<file path="src/rtl/kevin_serial_detector.sv">
// Serial word detector: assembles WIDTH-bit words from a bit stream and checks each word against MASK.
// Outputs are registered, one cycle after the completing bit. There is no backpressure: a bit is taken whenever bit_valid=1 and clr=0.
module kevin_serial_detector #(
  parameter int                    WIDTH     = 4,
  parameter logic [(1<<WIDTH)-1:0] MASK      = 16'h56E2,
  parameter int                    MSB_FIRST = 1,
  parameter int                    SLIDING   = 0,
  parameter int                    CNT_W     = 8
) (
  input  logic             clk,
  input  logic             rst_n,
  input  logic             clr,
  input  logic             bit_valid,
  input  logic             bit_in,
  output logic             word_valid,
  output logic [WIDTH-1:0] word,
  output logic             hit,
  output logic [CNT_W-1:0] word_cnt,
  output logic [CNT_W-1:0] hit_cnt
);

  localparam int           FW   = $clog2(WIDTH);
  localparam logic [FW-1:0] LAST = FW'(WIDTH - 1);

  typedef enum logic {FILL, STREAM} state_t;

  state_t           state;
  logic [WIDTH-1:0] sr;
  logic [WIDTH-1:0] sr_next;
  logic [FW-1:0]    fill;
  logic             done;
  logic             mask_hit;

  always_comb begin
    sr_next = sr;
    if (MSB_FIRST != 0) sr_next = {sr[WIDTH-2:0], bit_in};
    else                sr_next = {bit_in, sr[WIDTH-1:1]};
  end

  // In STREAM every accepted bit closes a window; in FILL only the last bit of a frame does.
  assign done     = (state == STREAM) || (fill == LAST);
  assign mask_hit = MASK[sr_next];

  always_ff @(posedge clk or negedge rst_n) begin
    if (!rst_n) begin
      state      <= FILL;
      sr         <= '0;
      fill       <= '0;
      word       <= '0;
      word_valid <= 1'b0;
      hit        <= 1'b0;
      word_cnt   <= '0;
      hit_cnt    <= '0;
    end else begin
      word_valid <= 1'b0;
      hit        <= 1'b0;
      if (clr) begin
        state    <= FILL;
        sr       <= '0;
        fill     <= '0;
        word_cnt <= '0;
        hit_cnt  <= '0;
      end else if (bit_valid) begin
        sr <= sr_next;
        if (state == FILL && !done) fill <= fill + 1'b1;
        if (done) begin
          word       <= sr_next;
          word_valid <= 1'b1;
          hit        <= mask_hit;
          if (word_cnt != '1) word_cnt <= word_cnt + 1'b1;
          if (mask_hit && hit_cnt != '1) hit_cnt <= hit_cnt + 1'b1;
          if (SLIDING == 0) begin
            fill <= '0;
            sr   <= '0;
          end else begin
            fill  <= '0;
            state <= STREAM;
          end
        end
      end
    end
  end

endmodule

</file>
<file path="config.mk">
export PLATFORM = sky130hd
export DESIGN_NAME = kevin_serial_detector
export DESIGN_NICKNAME = d
export VERILOG_FILES = /design/src/rtl/kevin_serial_detector.sv
export SDC_FILE = /design/constraint.sdc
export NUM_CORES = 1
export LEC_CHECK = 0
export CORE_MARGIN = 1.5
export CORE_UTILIZATION = 50
export CTS_CLUSTER_DIAMETER = 120
export DETAILED_ROUTE_END_ITERATION = 7
export MAX_ROUTING_LAYER = met4
export PLACE_DENSITY = 0.78
export SETUP_SLACK_MARGIN = 0.2
export SLEW_MARGIN = 10
export SYNTH_ARGS = -nofsm -noshare
export SYNTH_HDL_FRONTEND = slang
export SYNTH_SLANG_ARGS = --single-unit
</file>
<file path="constraint.sdc">
create_clock -name clk -period 2.05 [get_ports clk]
set_input_delay 0.5125 -clock clk [delete_from_list [all_inputs] [get_ports clk]]
set_output_delay 0.5125 -clock clk [all_outputs]
set_load 0.05 [all_outputs]
</file>
After elaboration in Yosys (flattened, before gate mapping):

Memory sizes are Yosys's and may differ from the RTL's.
Cells that the tools add are included.

* output and inout port bits: 22
* bits of input ports: 5
* memories kept: 1
* logic and storage cells: 45
* bits in registers: 27
* bits in read-only memories: 16

* equal/unequal tests: 3
* add/subtract/negate cells: 3
* multiplexer cells: 21
* reduce and logical (&&, ||, !) cells: 8
* $lt $le $gt $ge: 1
* bitwise logic cells: 1

Memory list
* (no name shown): words 16, bits a word 1, rd ports 1, clocked after memory_dff 0, write ports 0, line 42 `assign mask_hit = MASK[sr_next];`

Operator list (count)
* $mux 8: 8
* $add 8x1->8 const B: 2
* $ne 8x8->1 const B: 2
* $mux 3: 3
* $reduce_and 3->1: 3
* $reduce_bool 2->1: 4
* $mux 1: 7
* $mux 2: 3
* $lt 4x5->1 const B: 1
* $add 2x1->2 const B: 1
* $eq 2x2->1 const B: 1
* $logic_and 1x1->1: 1
* $not 1->1: 1

Longest topological paths before layout:

Gate-level depths: netlist (run 1).

* depth after elaboration: 7
* gate-level depth with buffers: 6
* depth with buffers taken out: 6

Worst setup path before layout (run 1):

OpenSTA, ideal clock, no wires.

* kind: register -> register
* start: register hit_cnt[0]
* end: register hit_cnt[5]
* path slack: 0.100 ns
* arrival: 1.823 ns
* path buffers: 1
* required time: 1.922 ns
* clock period less this slack: 1.950 ns
* stages on the path, launching flop included: 6
* cells stage by stage: dfrtp_1 -> ha_1 -> a41o_2 -> buf_6 -> nor4_2 -> mux2_1

* cells in the longest elaborated chain, start to end: 5

RTL lines
* start: declaration: line 19 `output logic [CNT_W-1:0] hit_cnt`
* start signal: assignment: line 71 `if (mask_hit && hit_cnt != '1) hit_cnt <= hit_cnt + 1'b1;`
* $add 8x1->8: line 71
* $mux 8: line 71
* $mux 8: line 66 `if (done) begin`
* $mux 8: line 63 `end else if (bit_valid) begin`
* $mux 8: line 57 `if (clr) begin`

Parallel ways exist; a longest one is shown, timed or not. The select of a mux whose other input is x is not followed.
A chain may end at the register's enable or synchronous reset.

Worst setup path in the final report (run 1):

* start: register hit_cnt[4]
* end: output port hit_cnt[4]

No word-level cell between the ends.

==> summary.md, run 1 <==
| Metric | Value |
|---|---|
| Clock share of power | `26.1%` |
| Worst vdd ir | `616 µV` |
| Detailed Place HPWL | `2050 µm` |
| Top FF cell, synth | `dfrtp_1` |
| Hold crit path type | `register to register` |
| # fillers | `213` |
| Synth warn | `0` |
| IO Pins | `27` |
| Uppermost routed layer | `met4` |
| Pint | `0.658 mW` |
| M1 wire length | `1310 µm` |
| Util after Layout | `67.8%` |
| Crit path largest cell delay | `530 ps` |
| Seq/Total Area, Yosys | `50.1%` |
| WL met2 | `1490 µm` |
| Sequential Power Share | `61.6%` |
| GRT Overall Usage | `23.6%` |
| Largest net degree at the start of global routing | `28` |
| Initial DRC Count | `31` |
| Mean number of vias per cell | `5.73` |
| Num CTS Buffers | `3` |
| Place WS | `-256 ps` |
| Setup Viol. Count Final | `0` |
| Largest family of logic cells by synthesized area | `simple AND/OR/NAND/NOR gates` |
| CP top delay family | `buffers and inverters` |
| Synth async-reset ratio | `100%` |
| Logic gate share of total power | `12.2%` |
| Syn_nets | `139` |
| Vias in the first global route | `1,091` |
| Most frequent cells in the layout | `dfrtp_1 (22), buf_4 (21), nor2_1 (15)` |
| Metal3 WL | `109 µm` |
| Post-Syn Instances | `131` |
| CP Data Arrival Time | `1280 ps` |
| Core area | `0.00252 mm²` |
| Global route overflow | `0` |
| Synth Area in Compound Gates | `11.0%` |
| CTS root buf | `clkbuf_4` |
| Ratio of cells with drive above 1 in the final layout | `25.0%` |
| Post-synthesis adder-cell area fraction | `2.78%` |
| CTS sink cnt | `27` |
| Post-Synthesis Cell Area | `0.00135 mm²` |
| Maximum root-to-sink buffer count | `2` |
| Post-synth top area share | `50.1%` |
| Final Worst Setup Slack | `262 ps` |
| Chip height | `54.9 µm` |
| Tmin final | `1790 ps` |
| Post-synth EDFFs | `0` |
| H-tree levels | `1` |
| Critical path required time | `1540 ps` |
| Switching share of total power | `26.7%` |
| Worst-Margin Slew | `494 ps` |
| Worst Path Buf+Inv | `1` |
| Critical Path End Type | `output pin` |
| Synth Area in XOR/XNOR | `3.25%` |
| Post-DR wirelength/cell | `14.9 µm` |
| Unrepaired setup endpoints after global routing | `false` |
| Sequential Area | `682 µm²` |
| First-pass GRT wire length | `4930 µm` |
| Hold_buf cts | `0` |
| Power Dens Cells | `525 mW/mm²` |
| Post-synth cell types | `38` |
| CTS tree | `built` |
| Startpoint types | `register` |
| CP max stage cell | `dlygate4sd2_1` |
| Row count | `18` |
| WL final | `2950 µm` |
| Peak Freq | `0.559 GHz` |
| Via count | `1,135` |
| Rel. slew slack | `67.2%` |
| Die area | `0.00302 mm²` |
| Max-slew violations | `0` |
| RePlAce Congestion | `0.808` |
| Lkg Pwr | `0.794 nW` |
| MaxCap Viol Count | `0` |
| Synth area leaders | `dfrtp_1 (50%), nor2_1 (4.2%), a21oi_1 (3.7%), mux2_2 (3.3%), mux2i_1 (3.0%)` |
| Area of the multi-input gates | `637 µm²` |
| Area leader, netlist | `dfrtp_1` |
| Clock skew | `1.09 ps` |
| Final #Nets | `177` |
| Diode count | `0` |
| Switching power | `0.240 mW` |
| Seq cells post-synth | `27` |
| Period Utilization, post-route | `87.2%` |
| Post-route ant nets | `0` |
| Initial Utilization | `53.5%` |
| Post-synthesis mux area share | `7.98%` |
| Area share of and/or/nand/nor cells after synthesis | `21.2%` |
| I/O Buffers | `26` |
| Drt pass-1 iters | `4` |
| Area growth syn-to-layout | `26.8%` |
| Antenna violations before repair | `0` |
| Syn_area_per_cell | `10.3 µm²` |
| CP Cell Sequence | `dlygate4sd2_1` |
| Final Hold Vio Count | `0` |
| Die width | `54.9 µm` |
| Clk_lat worst skew | `320 ps` |
| Commonest non-fill, non-tap cell in the layout | `dfrtp_1` |
| Crit Path Category | `register to output pin` |
| Clock-pin slew on the worst setup and hold paths | `150 ps` |
| DRC | `0` |
| Crit path max fanout | `4` |
| Outcome | `finished clean` |
## state kept, by name (all words and copies together) (netlist names)
signal	flops
fill	2
hit	1
hit_cnt	8
sr	3
word	4
word_cnt	8
word_valid	1
## cells in the mapped netlist, types with 2 or more instances
cell type  instances
xnor2_1            2
dfrtp_1           27
inv_1              4
nor2_1            15
xor2_1             3
o31ai_1            4
clkbuf_1           3
a21oi_1           10
nand2b_1           3
a31oi_1            2
mux2_1             2
nand3b_1           4
mux2_2             4
mux2i_1            4
or4_1              4
ha_1               3
o21ai_0            2
or3_1              2
nand3_1            3
nand4_1            2
o21ai_1            2
nand2_1            7
nor3_1             4
## kinds of logic after synthesis
group,count (synthesis)
buf+inv,10
compound gates,24
fa+ha+maj,3
mux,10
xor+xnor,5
flops,27
simple gates,52
## per-layer routing
| layer | GRT usage, % | vias to the layer above |
|---|---|---|
| met1 | 28.8 | 558 |
| met2 | 39.9 | 25 |
| met4 | 8.94 | 0 |
| met3 | 3.23 | 6 |
| met5 | - | - |
| li1 | - | 546 |
## path summary, 6_finish.rpt
check,from,end,slack [ps],depth (start not counted)
worst min register to register,word[3],word[3],520,1
worst min-delay path,word[3],word[3],520,1
max in group asynchronous,rst_n,hit_cnt[1],1250,2
worst max-delay path,hit_cnt[4],hit_cnt[4],260,1
min in group asynchronous,rst_n,hit_cnt[7],530,2
worst max register to register,hit_cnt[0],hit_cnt[4],300,4
## area by class of cell
| type | count | share of cell area [%] |
|---|---|---|
| Clock inverter | 1 | 0.293 |
| Clock buffer | 3 | 1.32 |
| Tap cell | 30 | 2.19 |
| Inverter | 4 | 0.878 |
| Timing Repair Buffer | 38 | 18.2 |
| Multi-Input combinational cell | 95 | 37.2 |
| Sequential cell | 27 | 39.9 |
## power groups by stage
stage	sequential, mW	clock [mW]	combinational, mW
after global placement	0.562	0	0.107
after detailed placement	0.563	0	0.112
after floorplan	0.584	0	0.0418
final	0.553	0.235	0.110
after CTS	0.553	0.237	0.111
after global routing	0.555	0.263	0.122
## through the flow
step / hold WS, ps / power [mW] / TNS (ps) / area (µm²) / instances
finish: 519 / 0.898 / 0 / 1710 / 198
global route: 554 / 0.940 / 0 / 1710 / 198
CTS: 522 / 0.901 / 0 / 1700 / 198
detailed placement: 495 / 0.675 / -1750 / 1680 / 192
global placement: 490 / 0.669 / -1060 / 1680 / 192
floorplan: 217 / 0.626 / 0 / 1360 / 131
## timing repair
action,CTS,global route
resized for setup,14,8
setup endpoints to repair,21,14
setup buffers,1,0
cloned,1,0
No activity file was read; power rests on OpenSTA's default activity.
==> inputs of run 2 (changes only) <==
--- a/config.mk
+++ b/config.mk
@@ -8,6 +8,7 @@
 export CORE_MARGIN = 1.5
 export CORE_UTILIZATION = 50
 export CTS_CLUSTER_DIAMETER = 120
+export CTS_CLUSTER_SIZE = 14
 export DETAILED_ROUTE_END_ITERATION = 7
 export MAX_ROUTING_LAYER = met4
 export PLACE_DENSITY = 0.78
==> results of run 2 <==
Same layout as run 1: the final DEF is identical, and so are final timing and power.
==> inputs of run 3 (changes only) <==
--- a/config.mk
+++ b/config.mk
@@ -5,7 +5,6 @@
 export SDC_FILE = /design/constraint.sdc
 export NUM_CORES = 1
 export LEC_CHECK = 0
-export CORE_MARGIN = 1.5
 export CORE_UTILIZATION = 50
 export CTS_CLUSTER_DIAMETER = 120
 export CTS_CLUSTER_SIZE = 14
==> run 3 against run 2 <==
Wire length is 10% lower. Cell area is 0.22% lower. Highest routed layer unchanged. Critical path type unchanged. Clock power is 3% lower. Clock skew is 9.9 ps higher. Die area is 3.6% lower.
==> summary.md, run 3 (synthesis results as in run 1) <==
| Metric | Value |
|---|---|
| Outcome | `finished clean` |
| Hold Path Sink | `word[3]` |
| DRC | `0` |
| Final #Nets | `176` |
| Place WS | `-209 ps` |
| Crit. Startpoint | `hit_cnt[5]` |
| Final Hold Vio Count | `0` |
| Placed Instances | `192` |
| CTS root buf | `clkbuf_4` |
| Detailed Place HPWL | `1910 µm` |
| Hold slack | `521 ps` |
| CP Data Arrival Time | `1280 ps` |
| Min-delay src | `word[3]` |
| Clk_lat worst skew | `330 ps` |
| Worst-Margin Slew | `499 ps` |
| Chip height | `53.9 µm` |
| Fin Setup TNS | `0 ps` |
| CP top delay family | `buffers and inverters` |
| Clock-pin slew on the worst setup and hold paths | `150 ps` |
| Non-filler instance count after layout | `197` |
| Startpoint types | `register` |
| H-tree levels | `1` |
| I/O Buffers | `26` |
| Util after Layout | `67.7%` |
| Max-slew violations | `0` |
| Vias in the first global route | `1,040` |
| Critical Path End Type | `output pin` |
| Via count | `1,089` |
| R2R depth | `5` |
| Worst vdd ir | `467 µV` |
| Critical path required time | `1540 ps` |
| Final Worst Setup Slack | `254 ps` |
| Initial Utilization | `53.5%` |
| Ratio of cells with drive above 1 in the final layout | `23.4%` |
| Row count | `18` |
| Largest net degree at the start of global routing | `28` |
| Crit path largest cell delay | `540 ps` |
| Post-DR wirelength/cell | `13.5 µm` |
| Total Power | `0.886 mW` |
| IO Pins | `27` |
| Worst Path Buf+Inv | `1` |
| Hold_buf cts | `0` |
| Most frequent cells in the layout | `dfrtp_1 (22), buf_4 (20), nor2_1 (15)` |
| CP max stage cell | `dlygate4sd2_1` |
| Tmin final | `1800 ps` |
| CTS sink cnt | `27` |
| Worst R2R Setup Slack | `320 ps` |
| Power Dens Cells | `519 mW/mm²` |
| Rel. slew slack | `66.9%` |
| Die area | `0.00291 mm²` |
| Period Utilization, post-route | `87.6%` |
| Worst R2R End | `hit_cnt[3]` |
| Die width | `53.9 µm` |
| Dpl cell area | `0.00168 mm²` |
| Peak Freq | `0.557 GHz` |
| Num CTS Buffers | `3` |
| Crit path max fanout | `3` |
| Diode count | `0` |
| Drt pass-1 iters | `6` |
| Initial DRC Count | `13` |
| Lkg Pwr | `0.792 nW` |
| Hold crit path type | `register to register` |
| Unrepaired setup endpoints after global routing | `false` |
| Global route overflow | `0` |
| CTS tree | `built` |
| First-pass GRT wire length | `4480 µm` |
| Commonest non-fill, non-tap cell in the layout | `dfrtp_1` |
| Maximum root-to-sink buffer count | `2` |
| GRT Overall Usage | `22.5%` |
| Largest regs | `hit_cnt (8), word_cnt (8), word (4)` |
| Clock skew | `11.0 ps` |
| CP Cell Sequence | `dlygate4sd2_1` |
| RePlAce Congestion | `0.800` |
| Core area | `0.00252 mm²` |
| Crit Path Category | `register to output pin` |
| Hold path depth | `1` |
| Area growth syn-to-layout | `26.5%` |
| MaxCap Viol Count | `0` |
| RR Startpoint | `fill[0]` |
| Design Area, Final | `0.00171 mm²` |
| Mean number of vias per cell | `5.53` |
| Setup Viol. Count Final | `0` |
| Antenna violations before repair | `0` |
| WL final | `2650 µm` |
| Post-route ant nets | `0` |
[run 3: metal layers]
metal | part of all wire (%) | routed length (µm) | vias up | track usage, %
met3 | 3.5 | 93 | 4 | 3.67
li1 | - | - | 538 | -
met5 | 0 | 0 | - | -
met1 | 45 | 1190 | 525 | 25.8
met2 | 50 | 1320 | 22 | 38.1
met4 | 1.5 | 41 | 0 | 10.5
[run 3: final cells by class]
class / count / area, µm²
Fill cell: 197 / 816
Sequential cell: 27 / 682
Multi-Input combinational cell: 94 / 626
Timing Repair Buffer: 38 / 319
Tap cell: 30 / 37.5
Clock buffer: 3 / 22.5
Inverter: 4 / 15.0
Clock inverter: 1 / 5.00
[run 3: worst max path at each step]
stage | endpoint | slack (ps) | depth (start not counted)
4_1_cts | hit_cnt[1] | 230 | 1
2_1_floorplan | hit_cnt[5] | 220 | 6
5_1_grt | hit_cnt[5] | 210 | 1
6_report | hit_cnt[5] | 250 | 1
3_3_place_gp | hit_cnt[5] | -150 | 6
3_5_place_dp | hit_cnt[5] | -210 | 6
[run 3: power by group]
group,leakage (nW),total (mW),internal (mW),switching [mW]
clock network,0.0177,0.228,0.0732,0.155
logic,0.408,0.106,0.0396,0.0663
registers,0.366,0.552,0.544,0.00835
total,0.792,0.886,0.657,0.229
[run 3: repair_timing]
item                       in CTS  in global routing
gates resized for setup        15                  7
setup buffers                   1                  0
setup endpoints to repair      20                 14
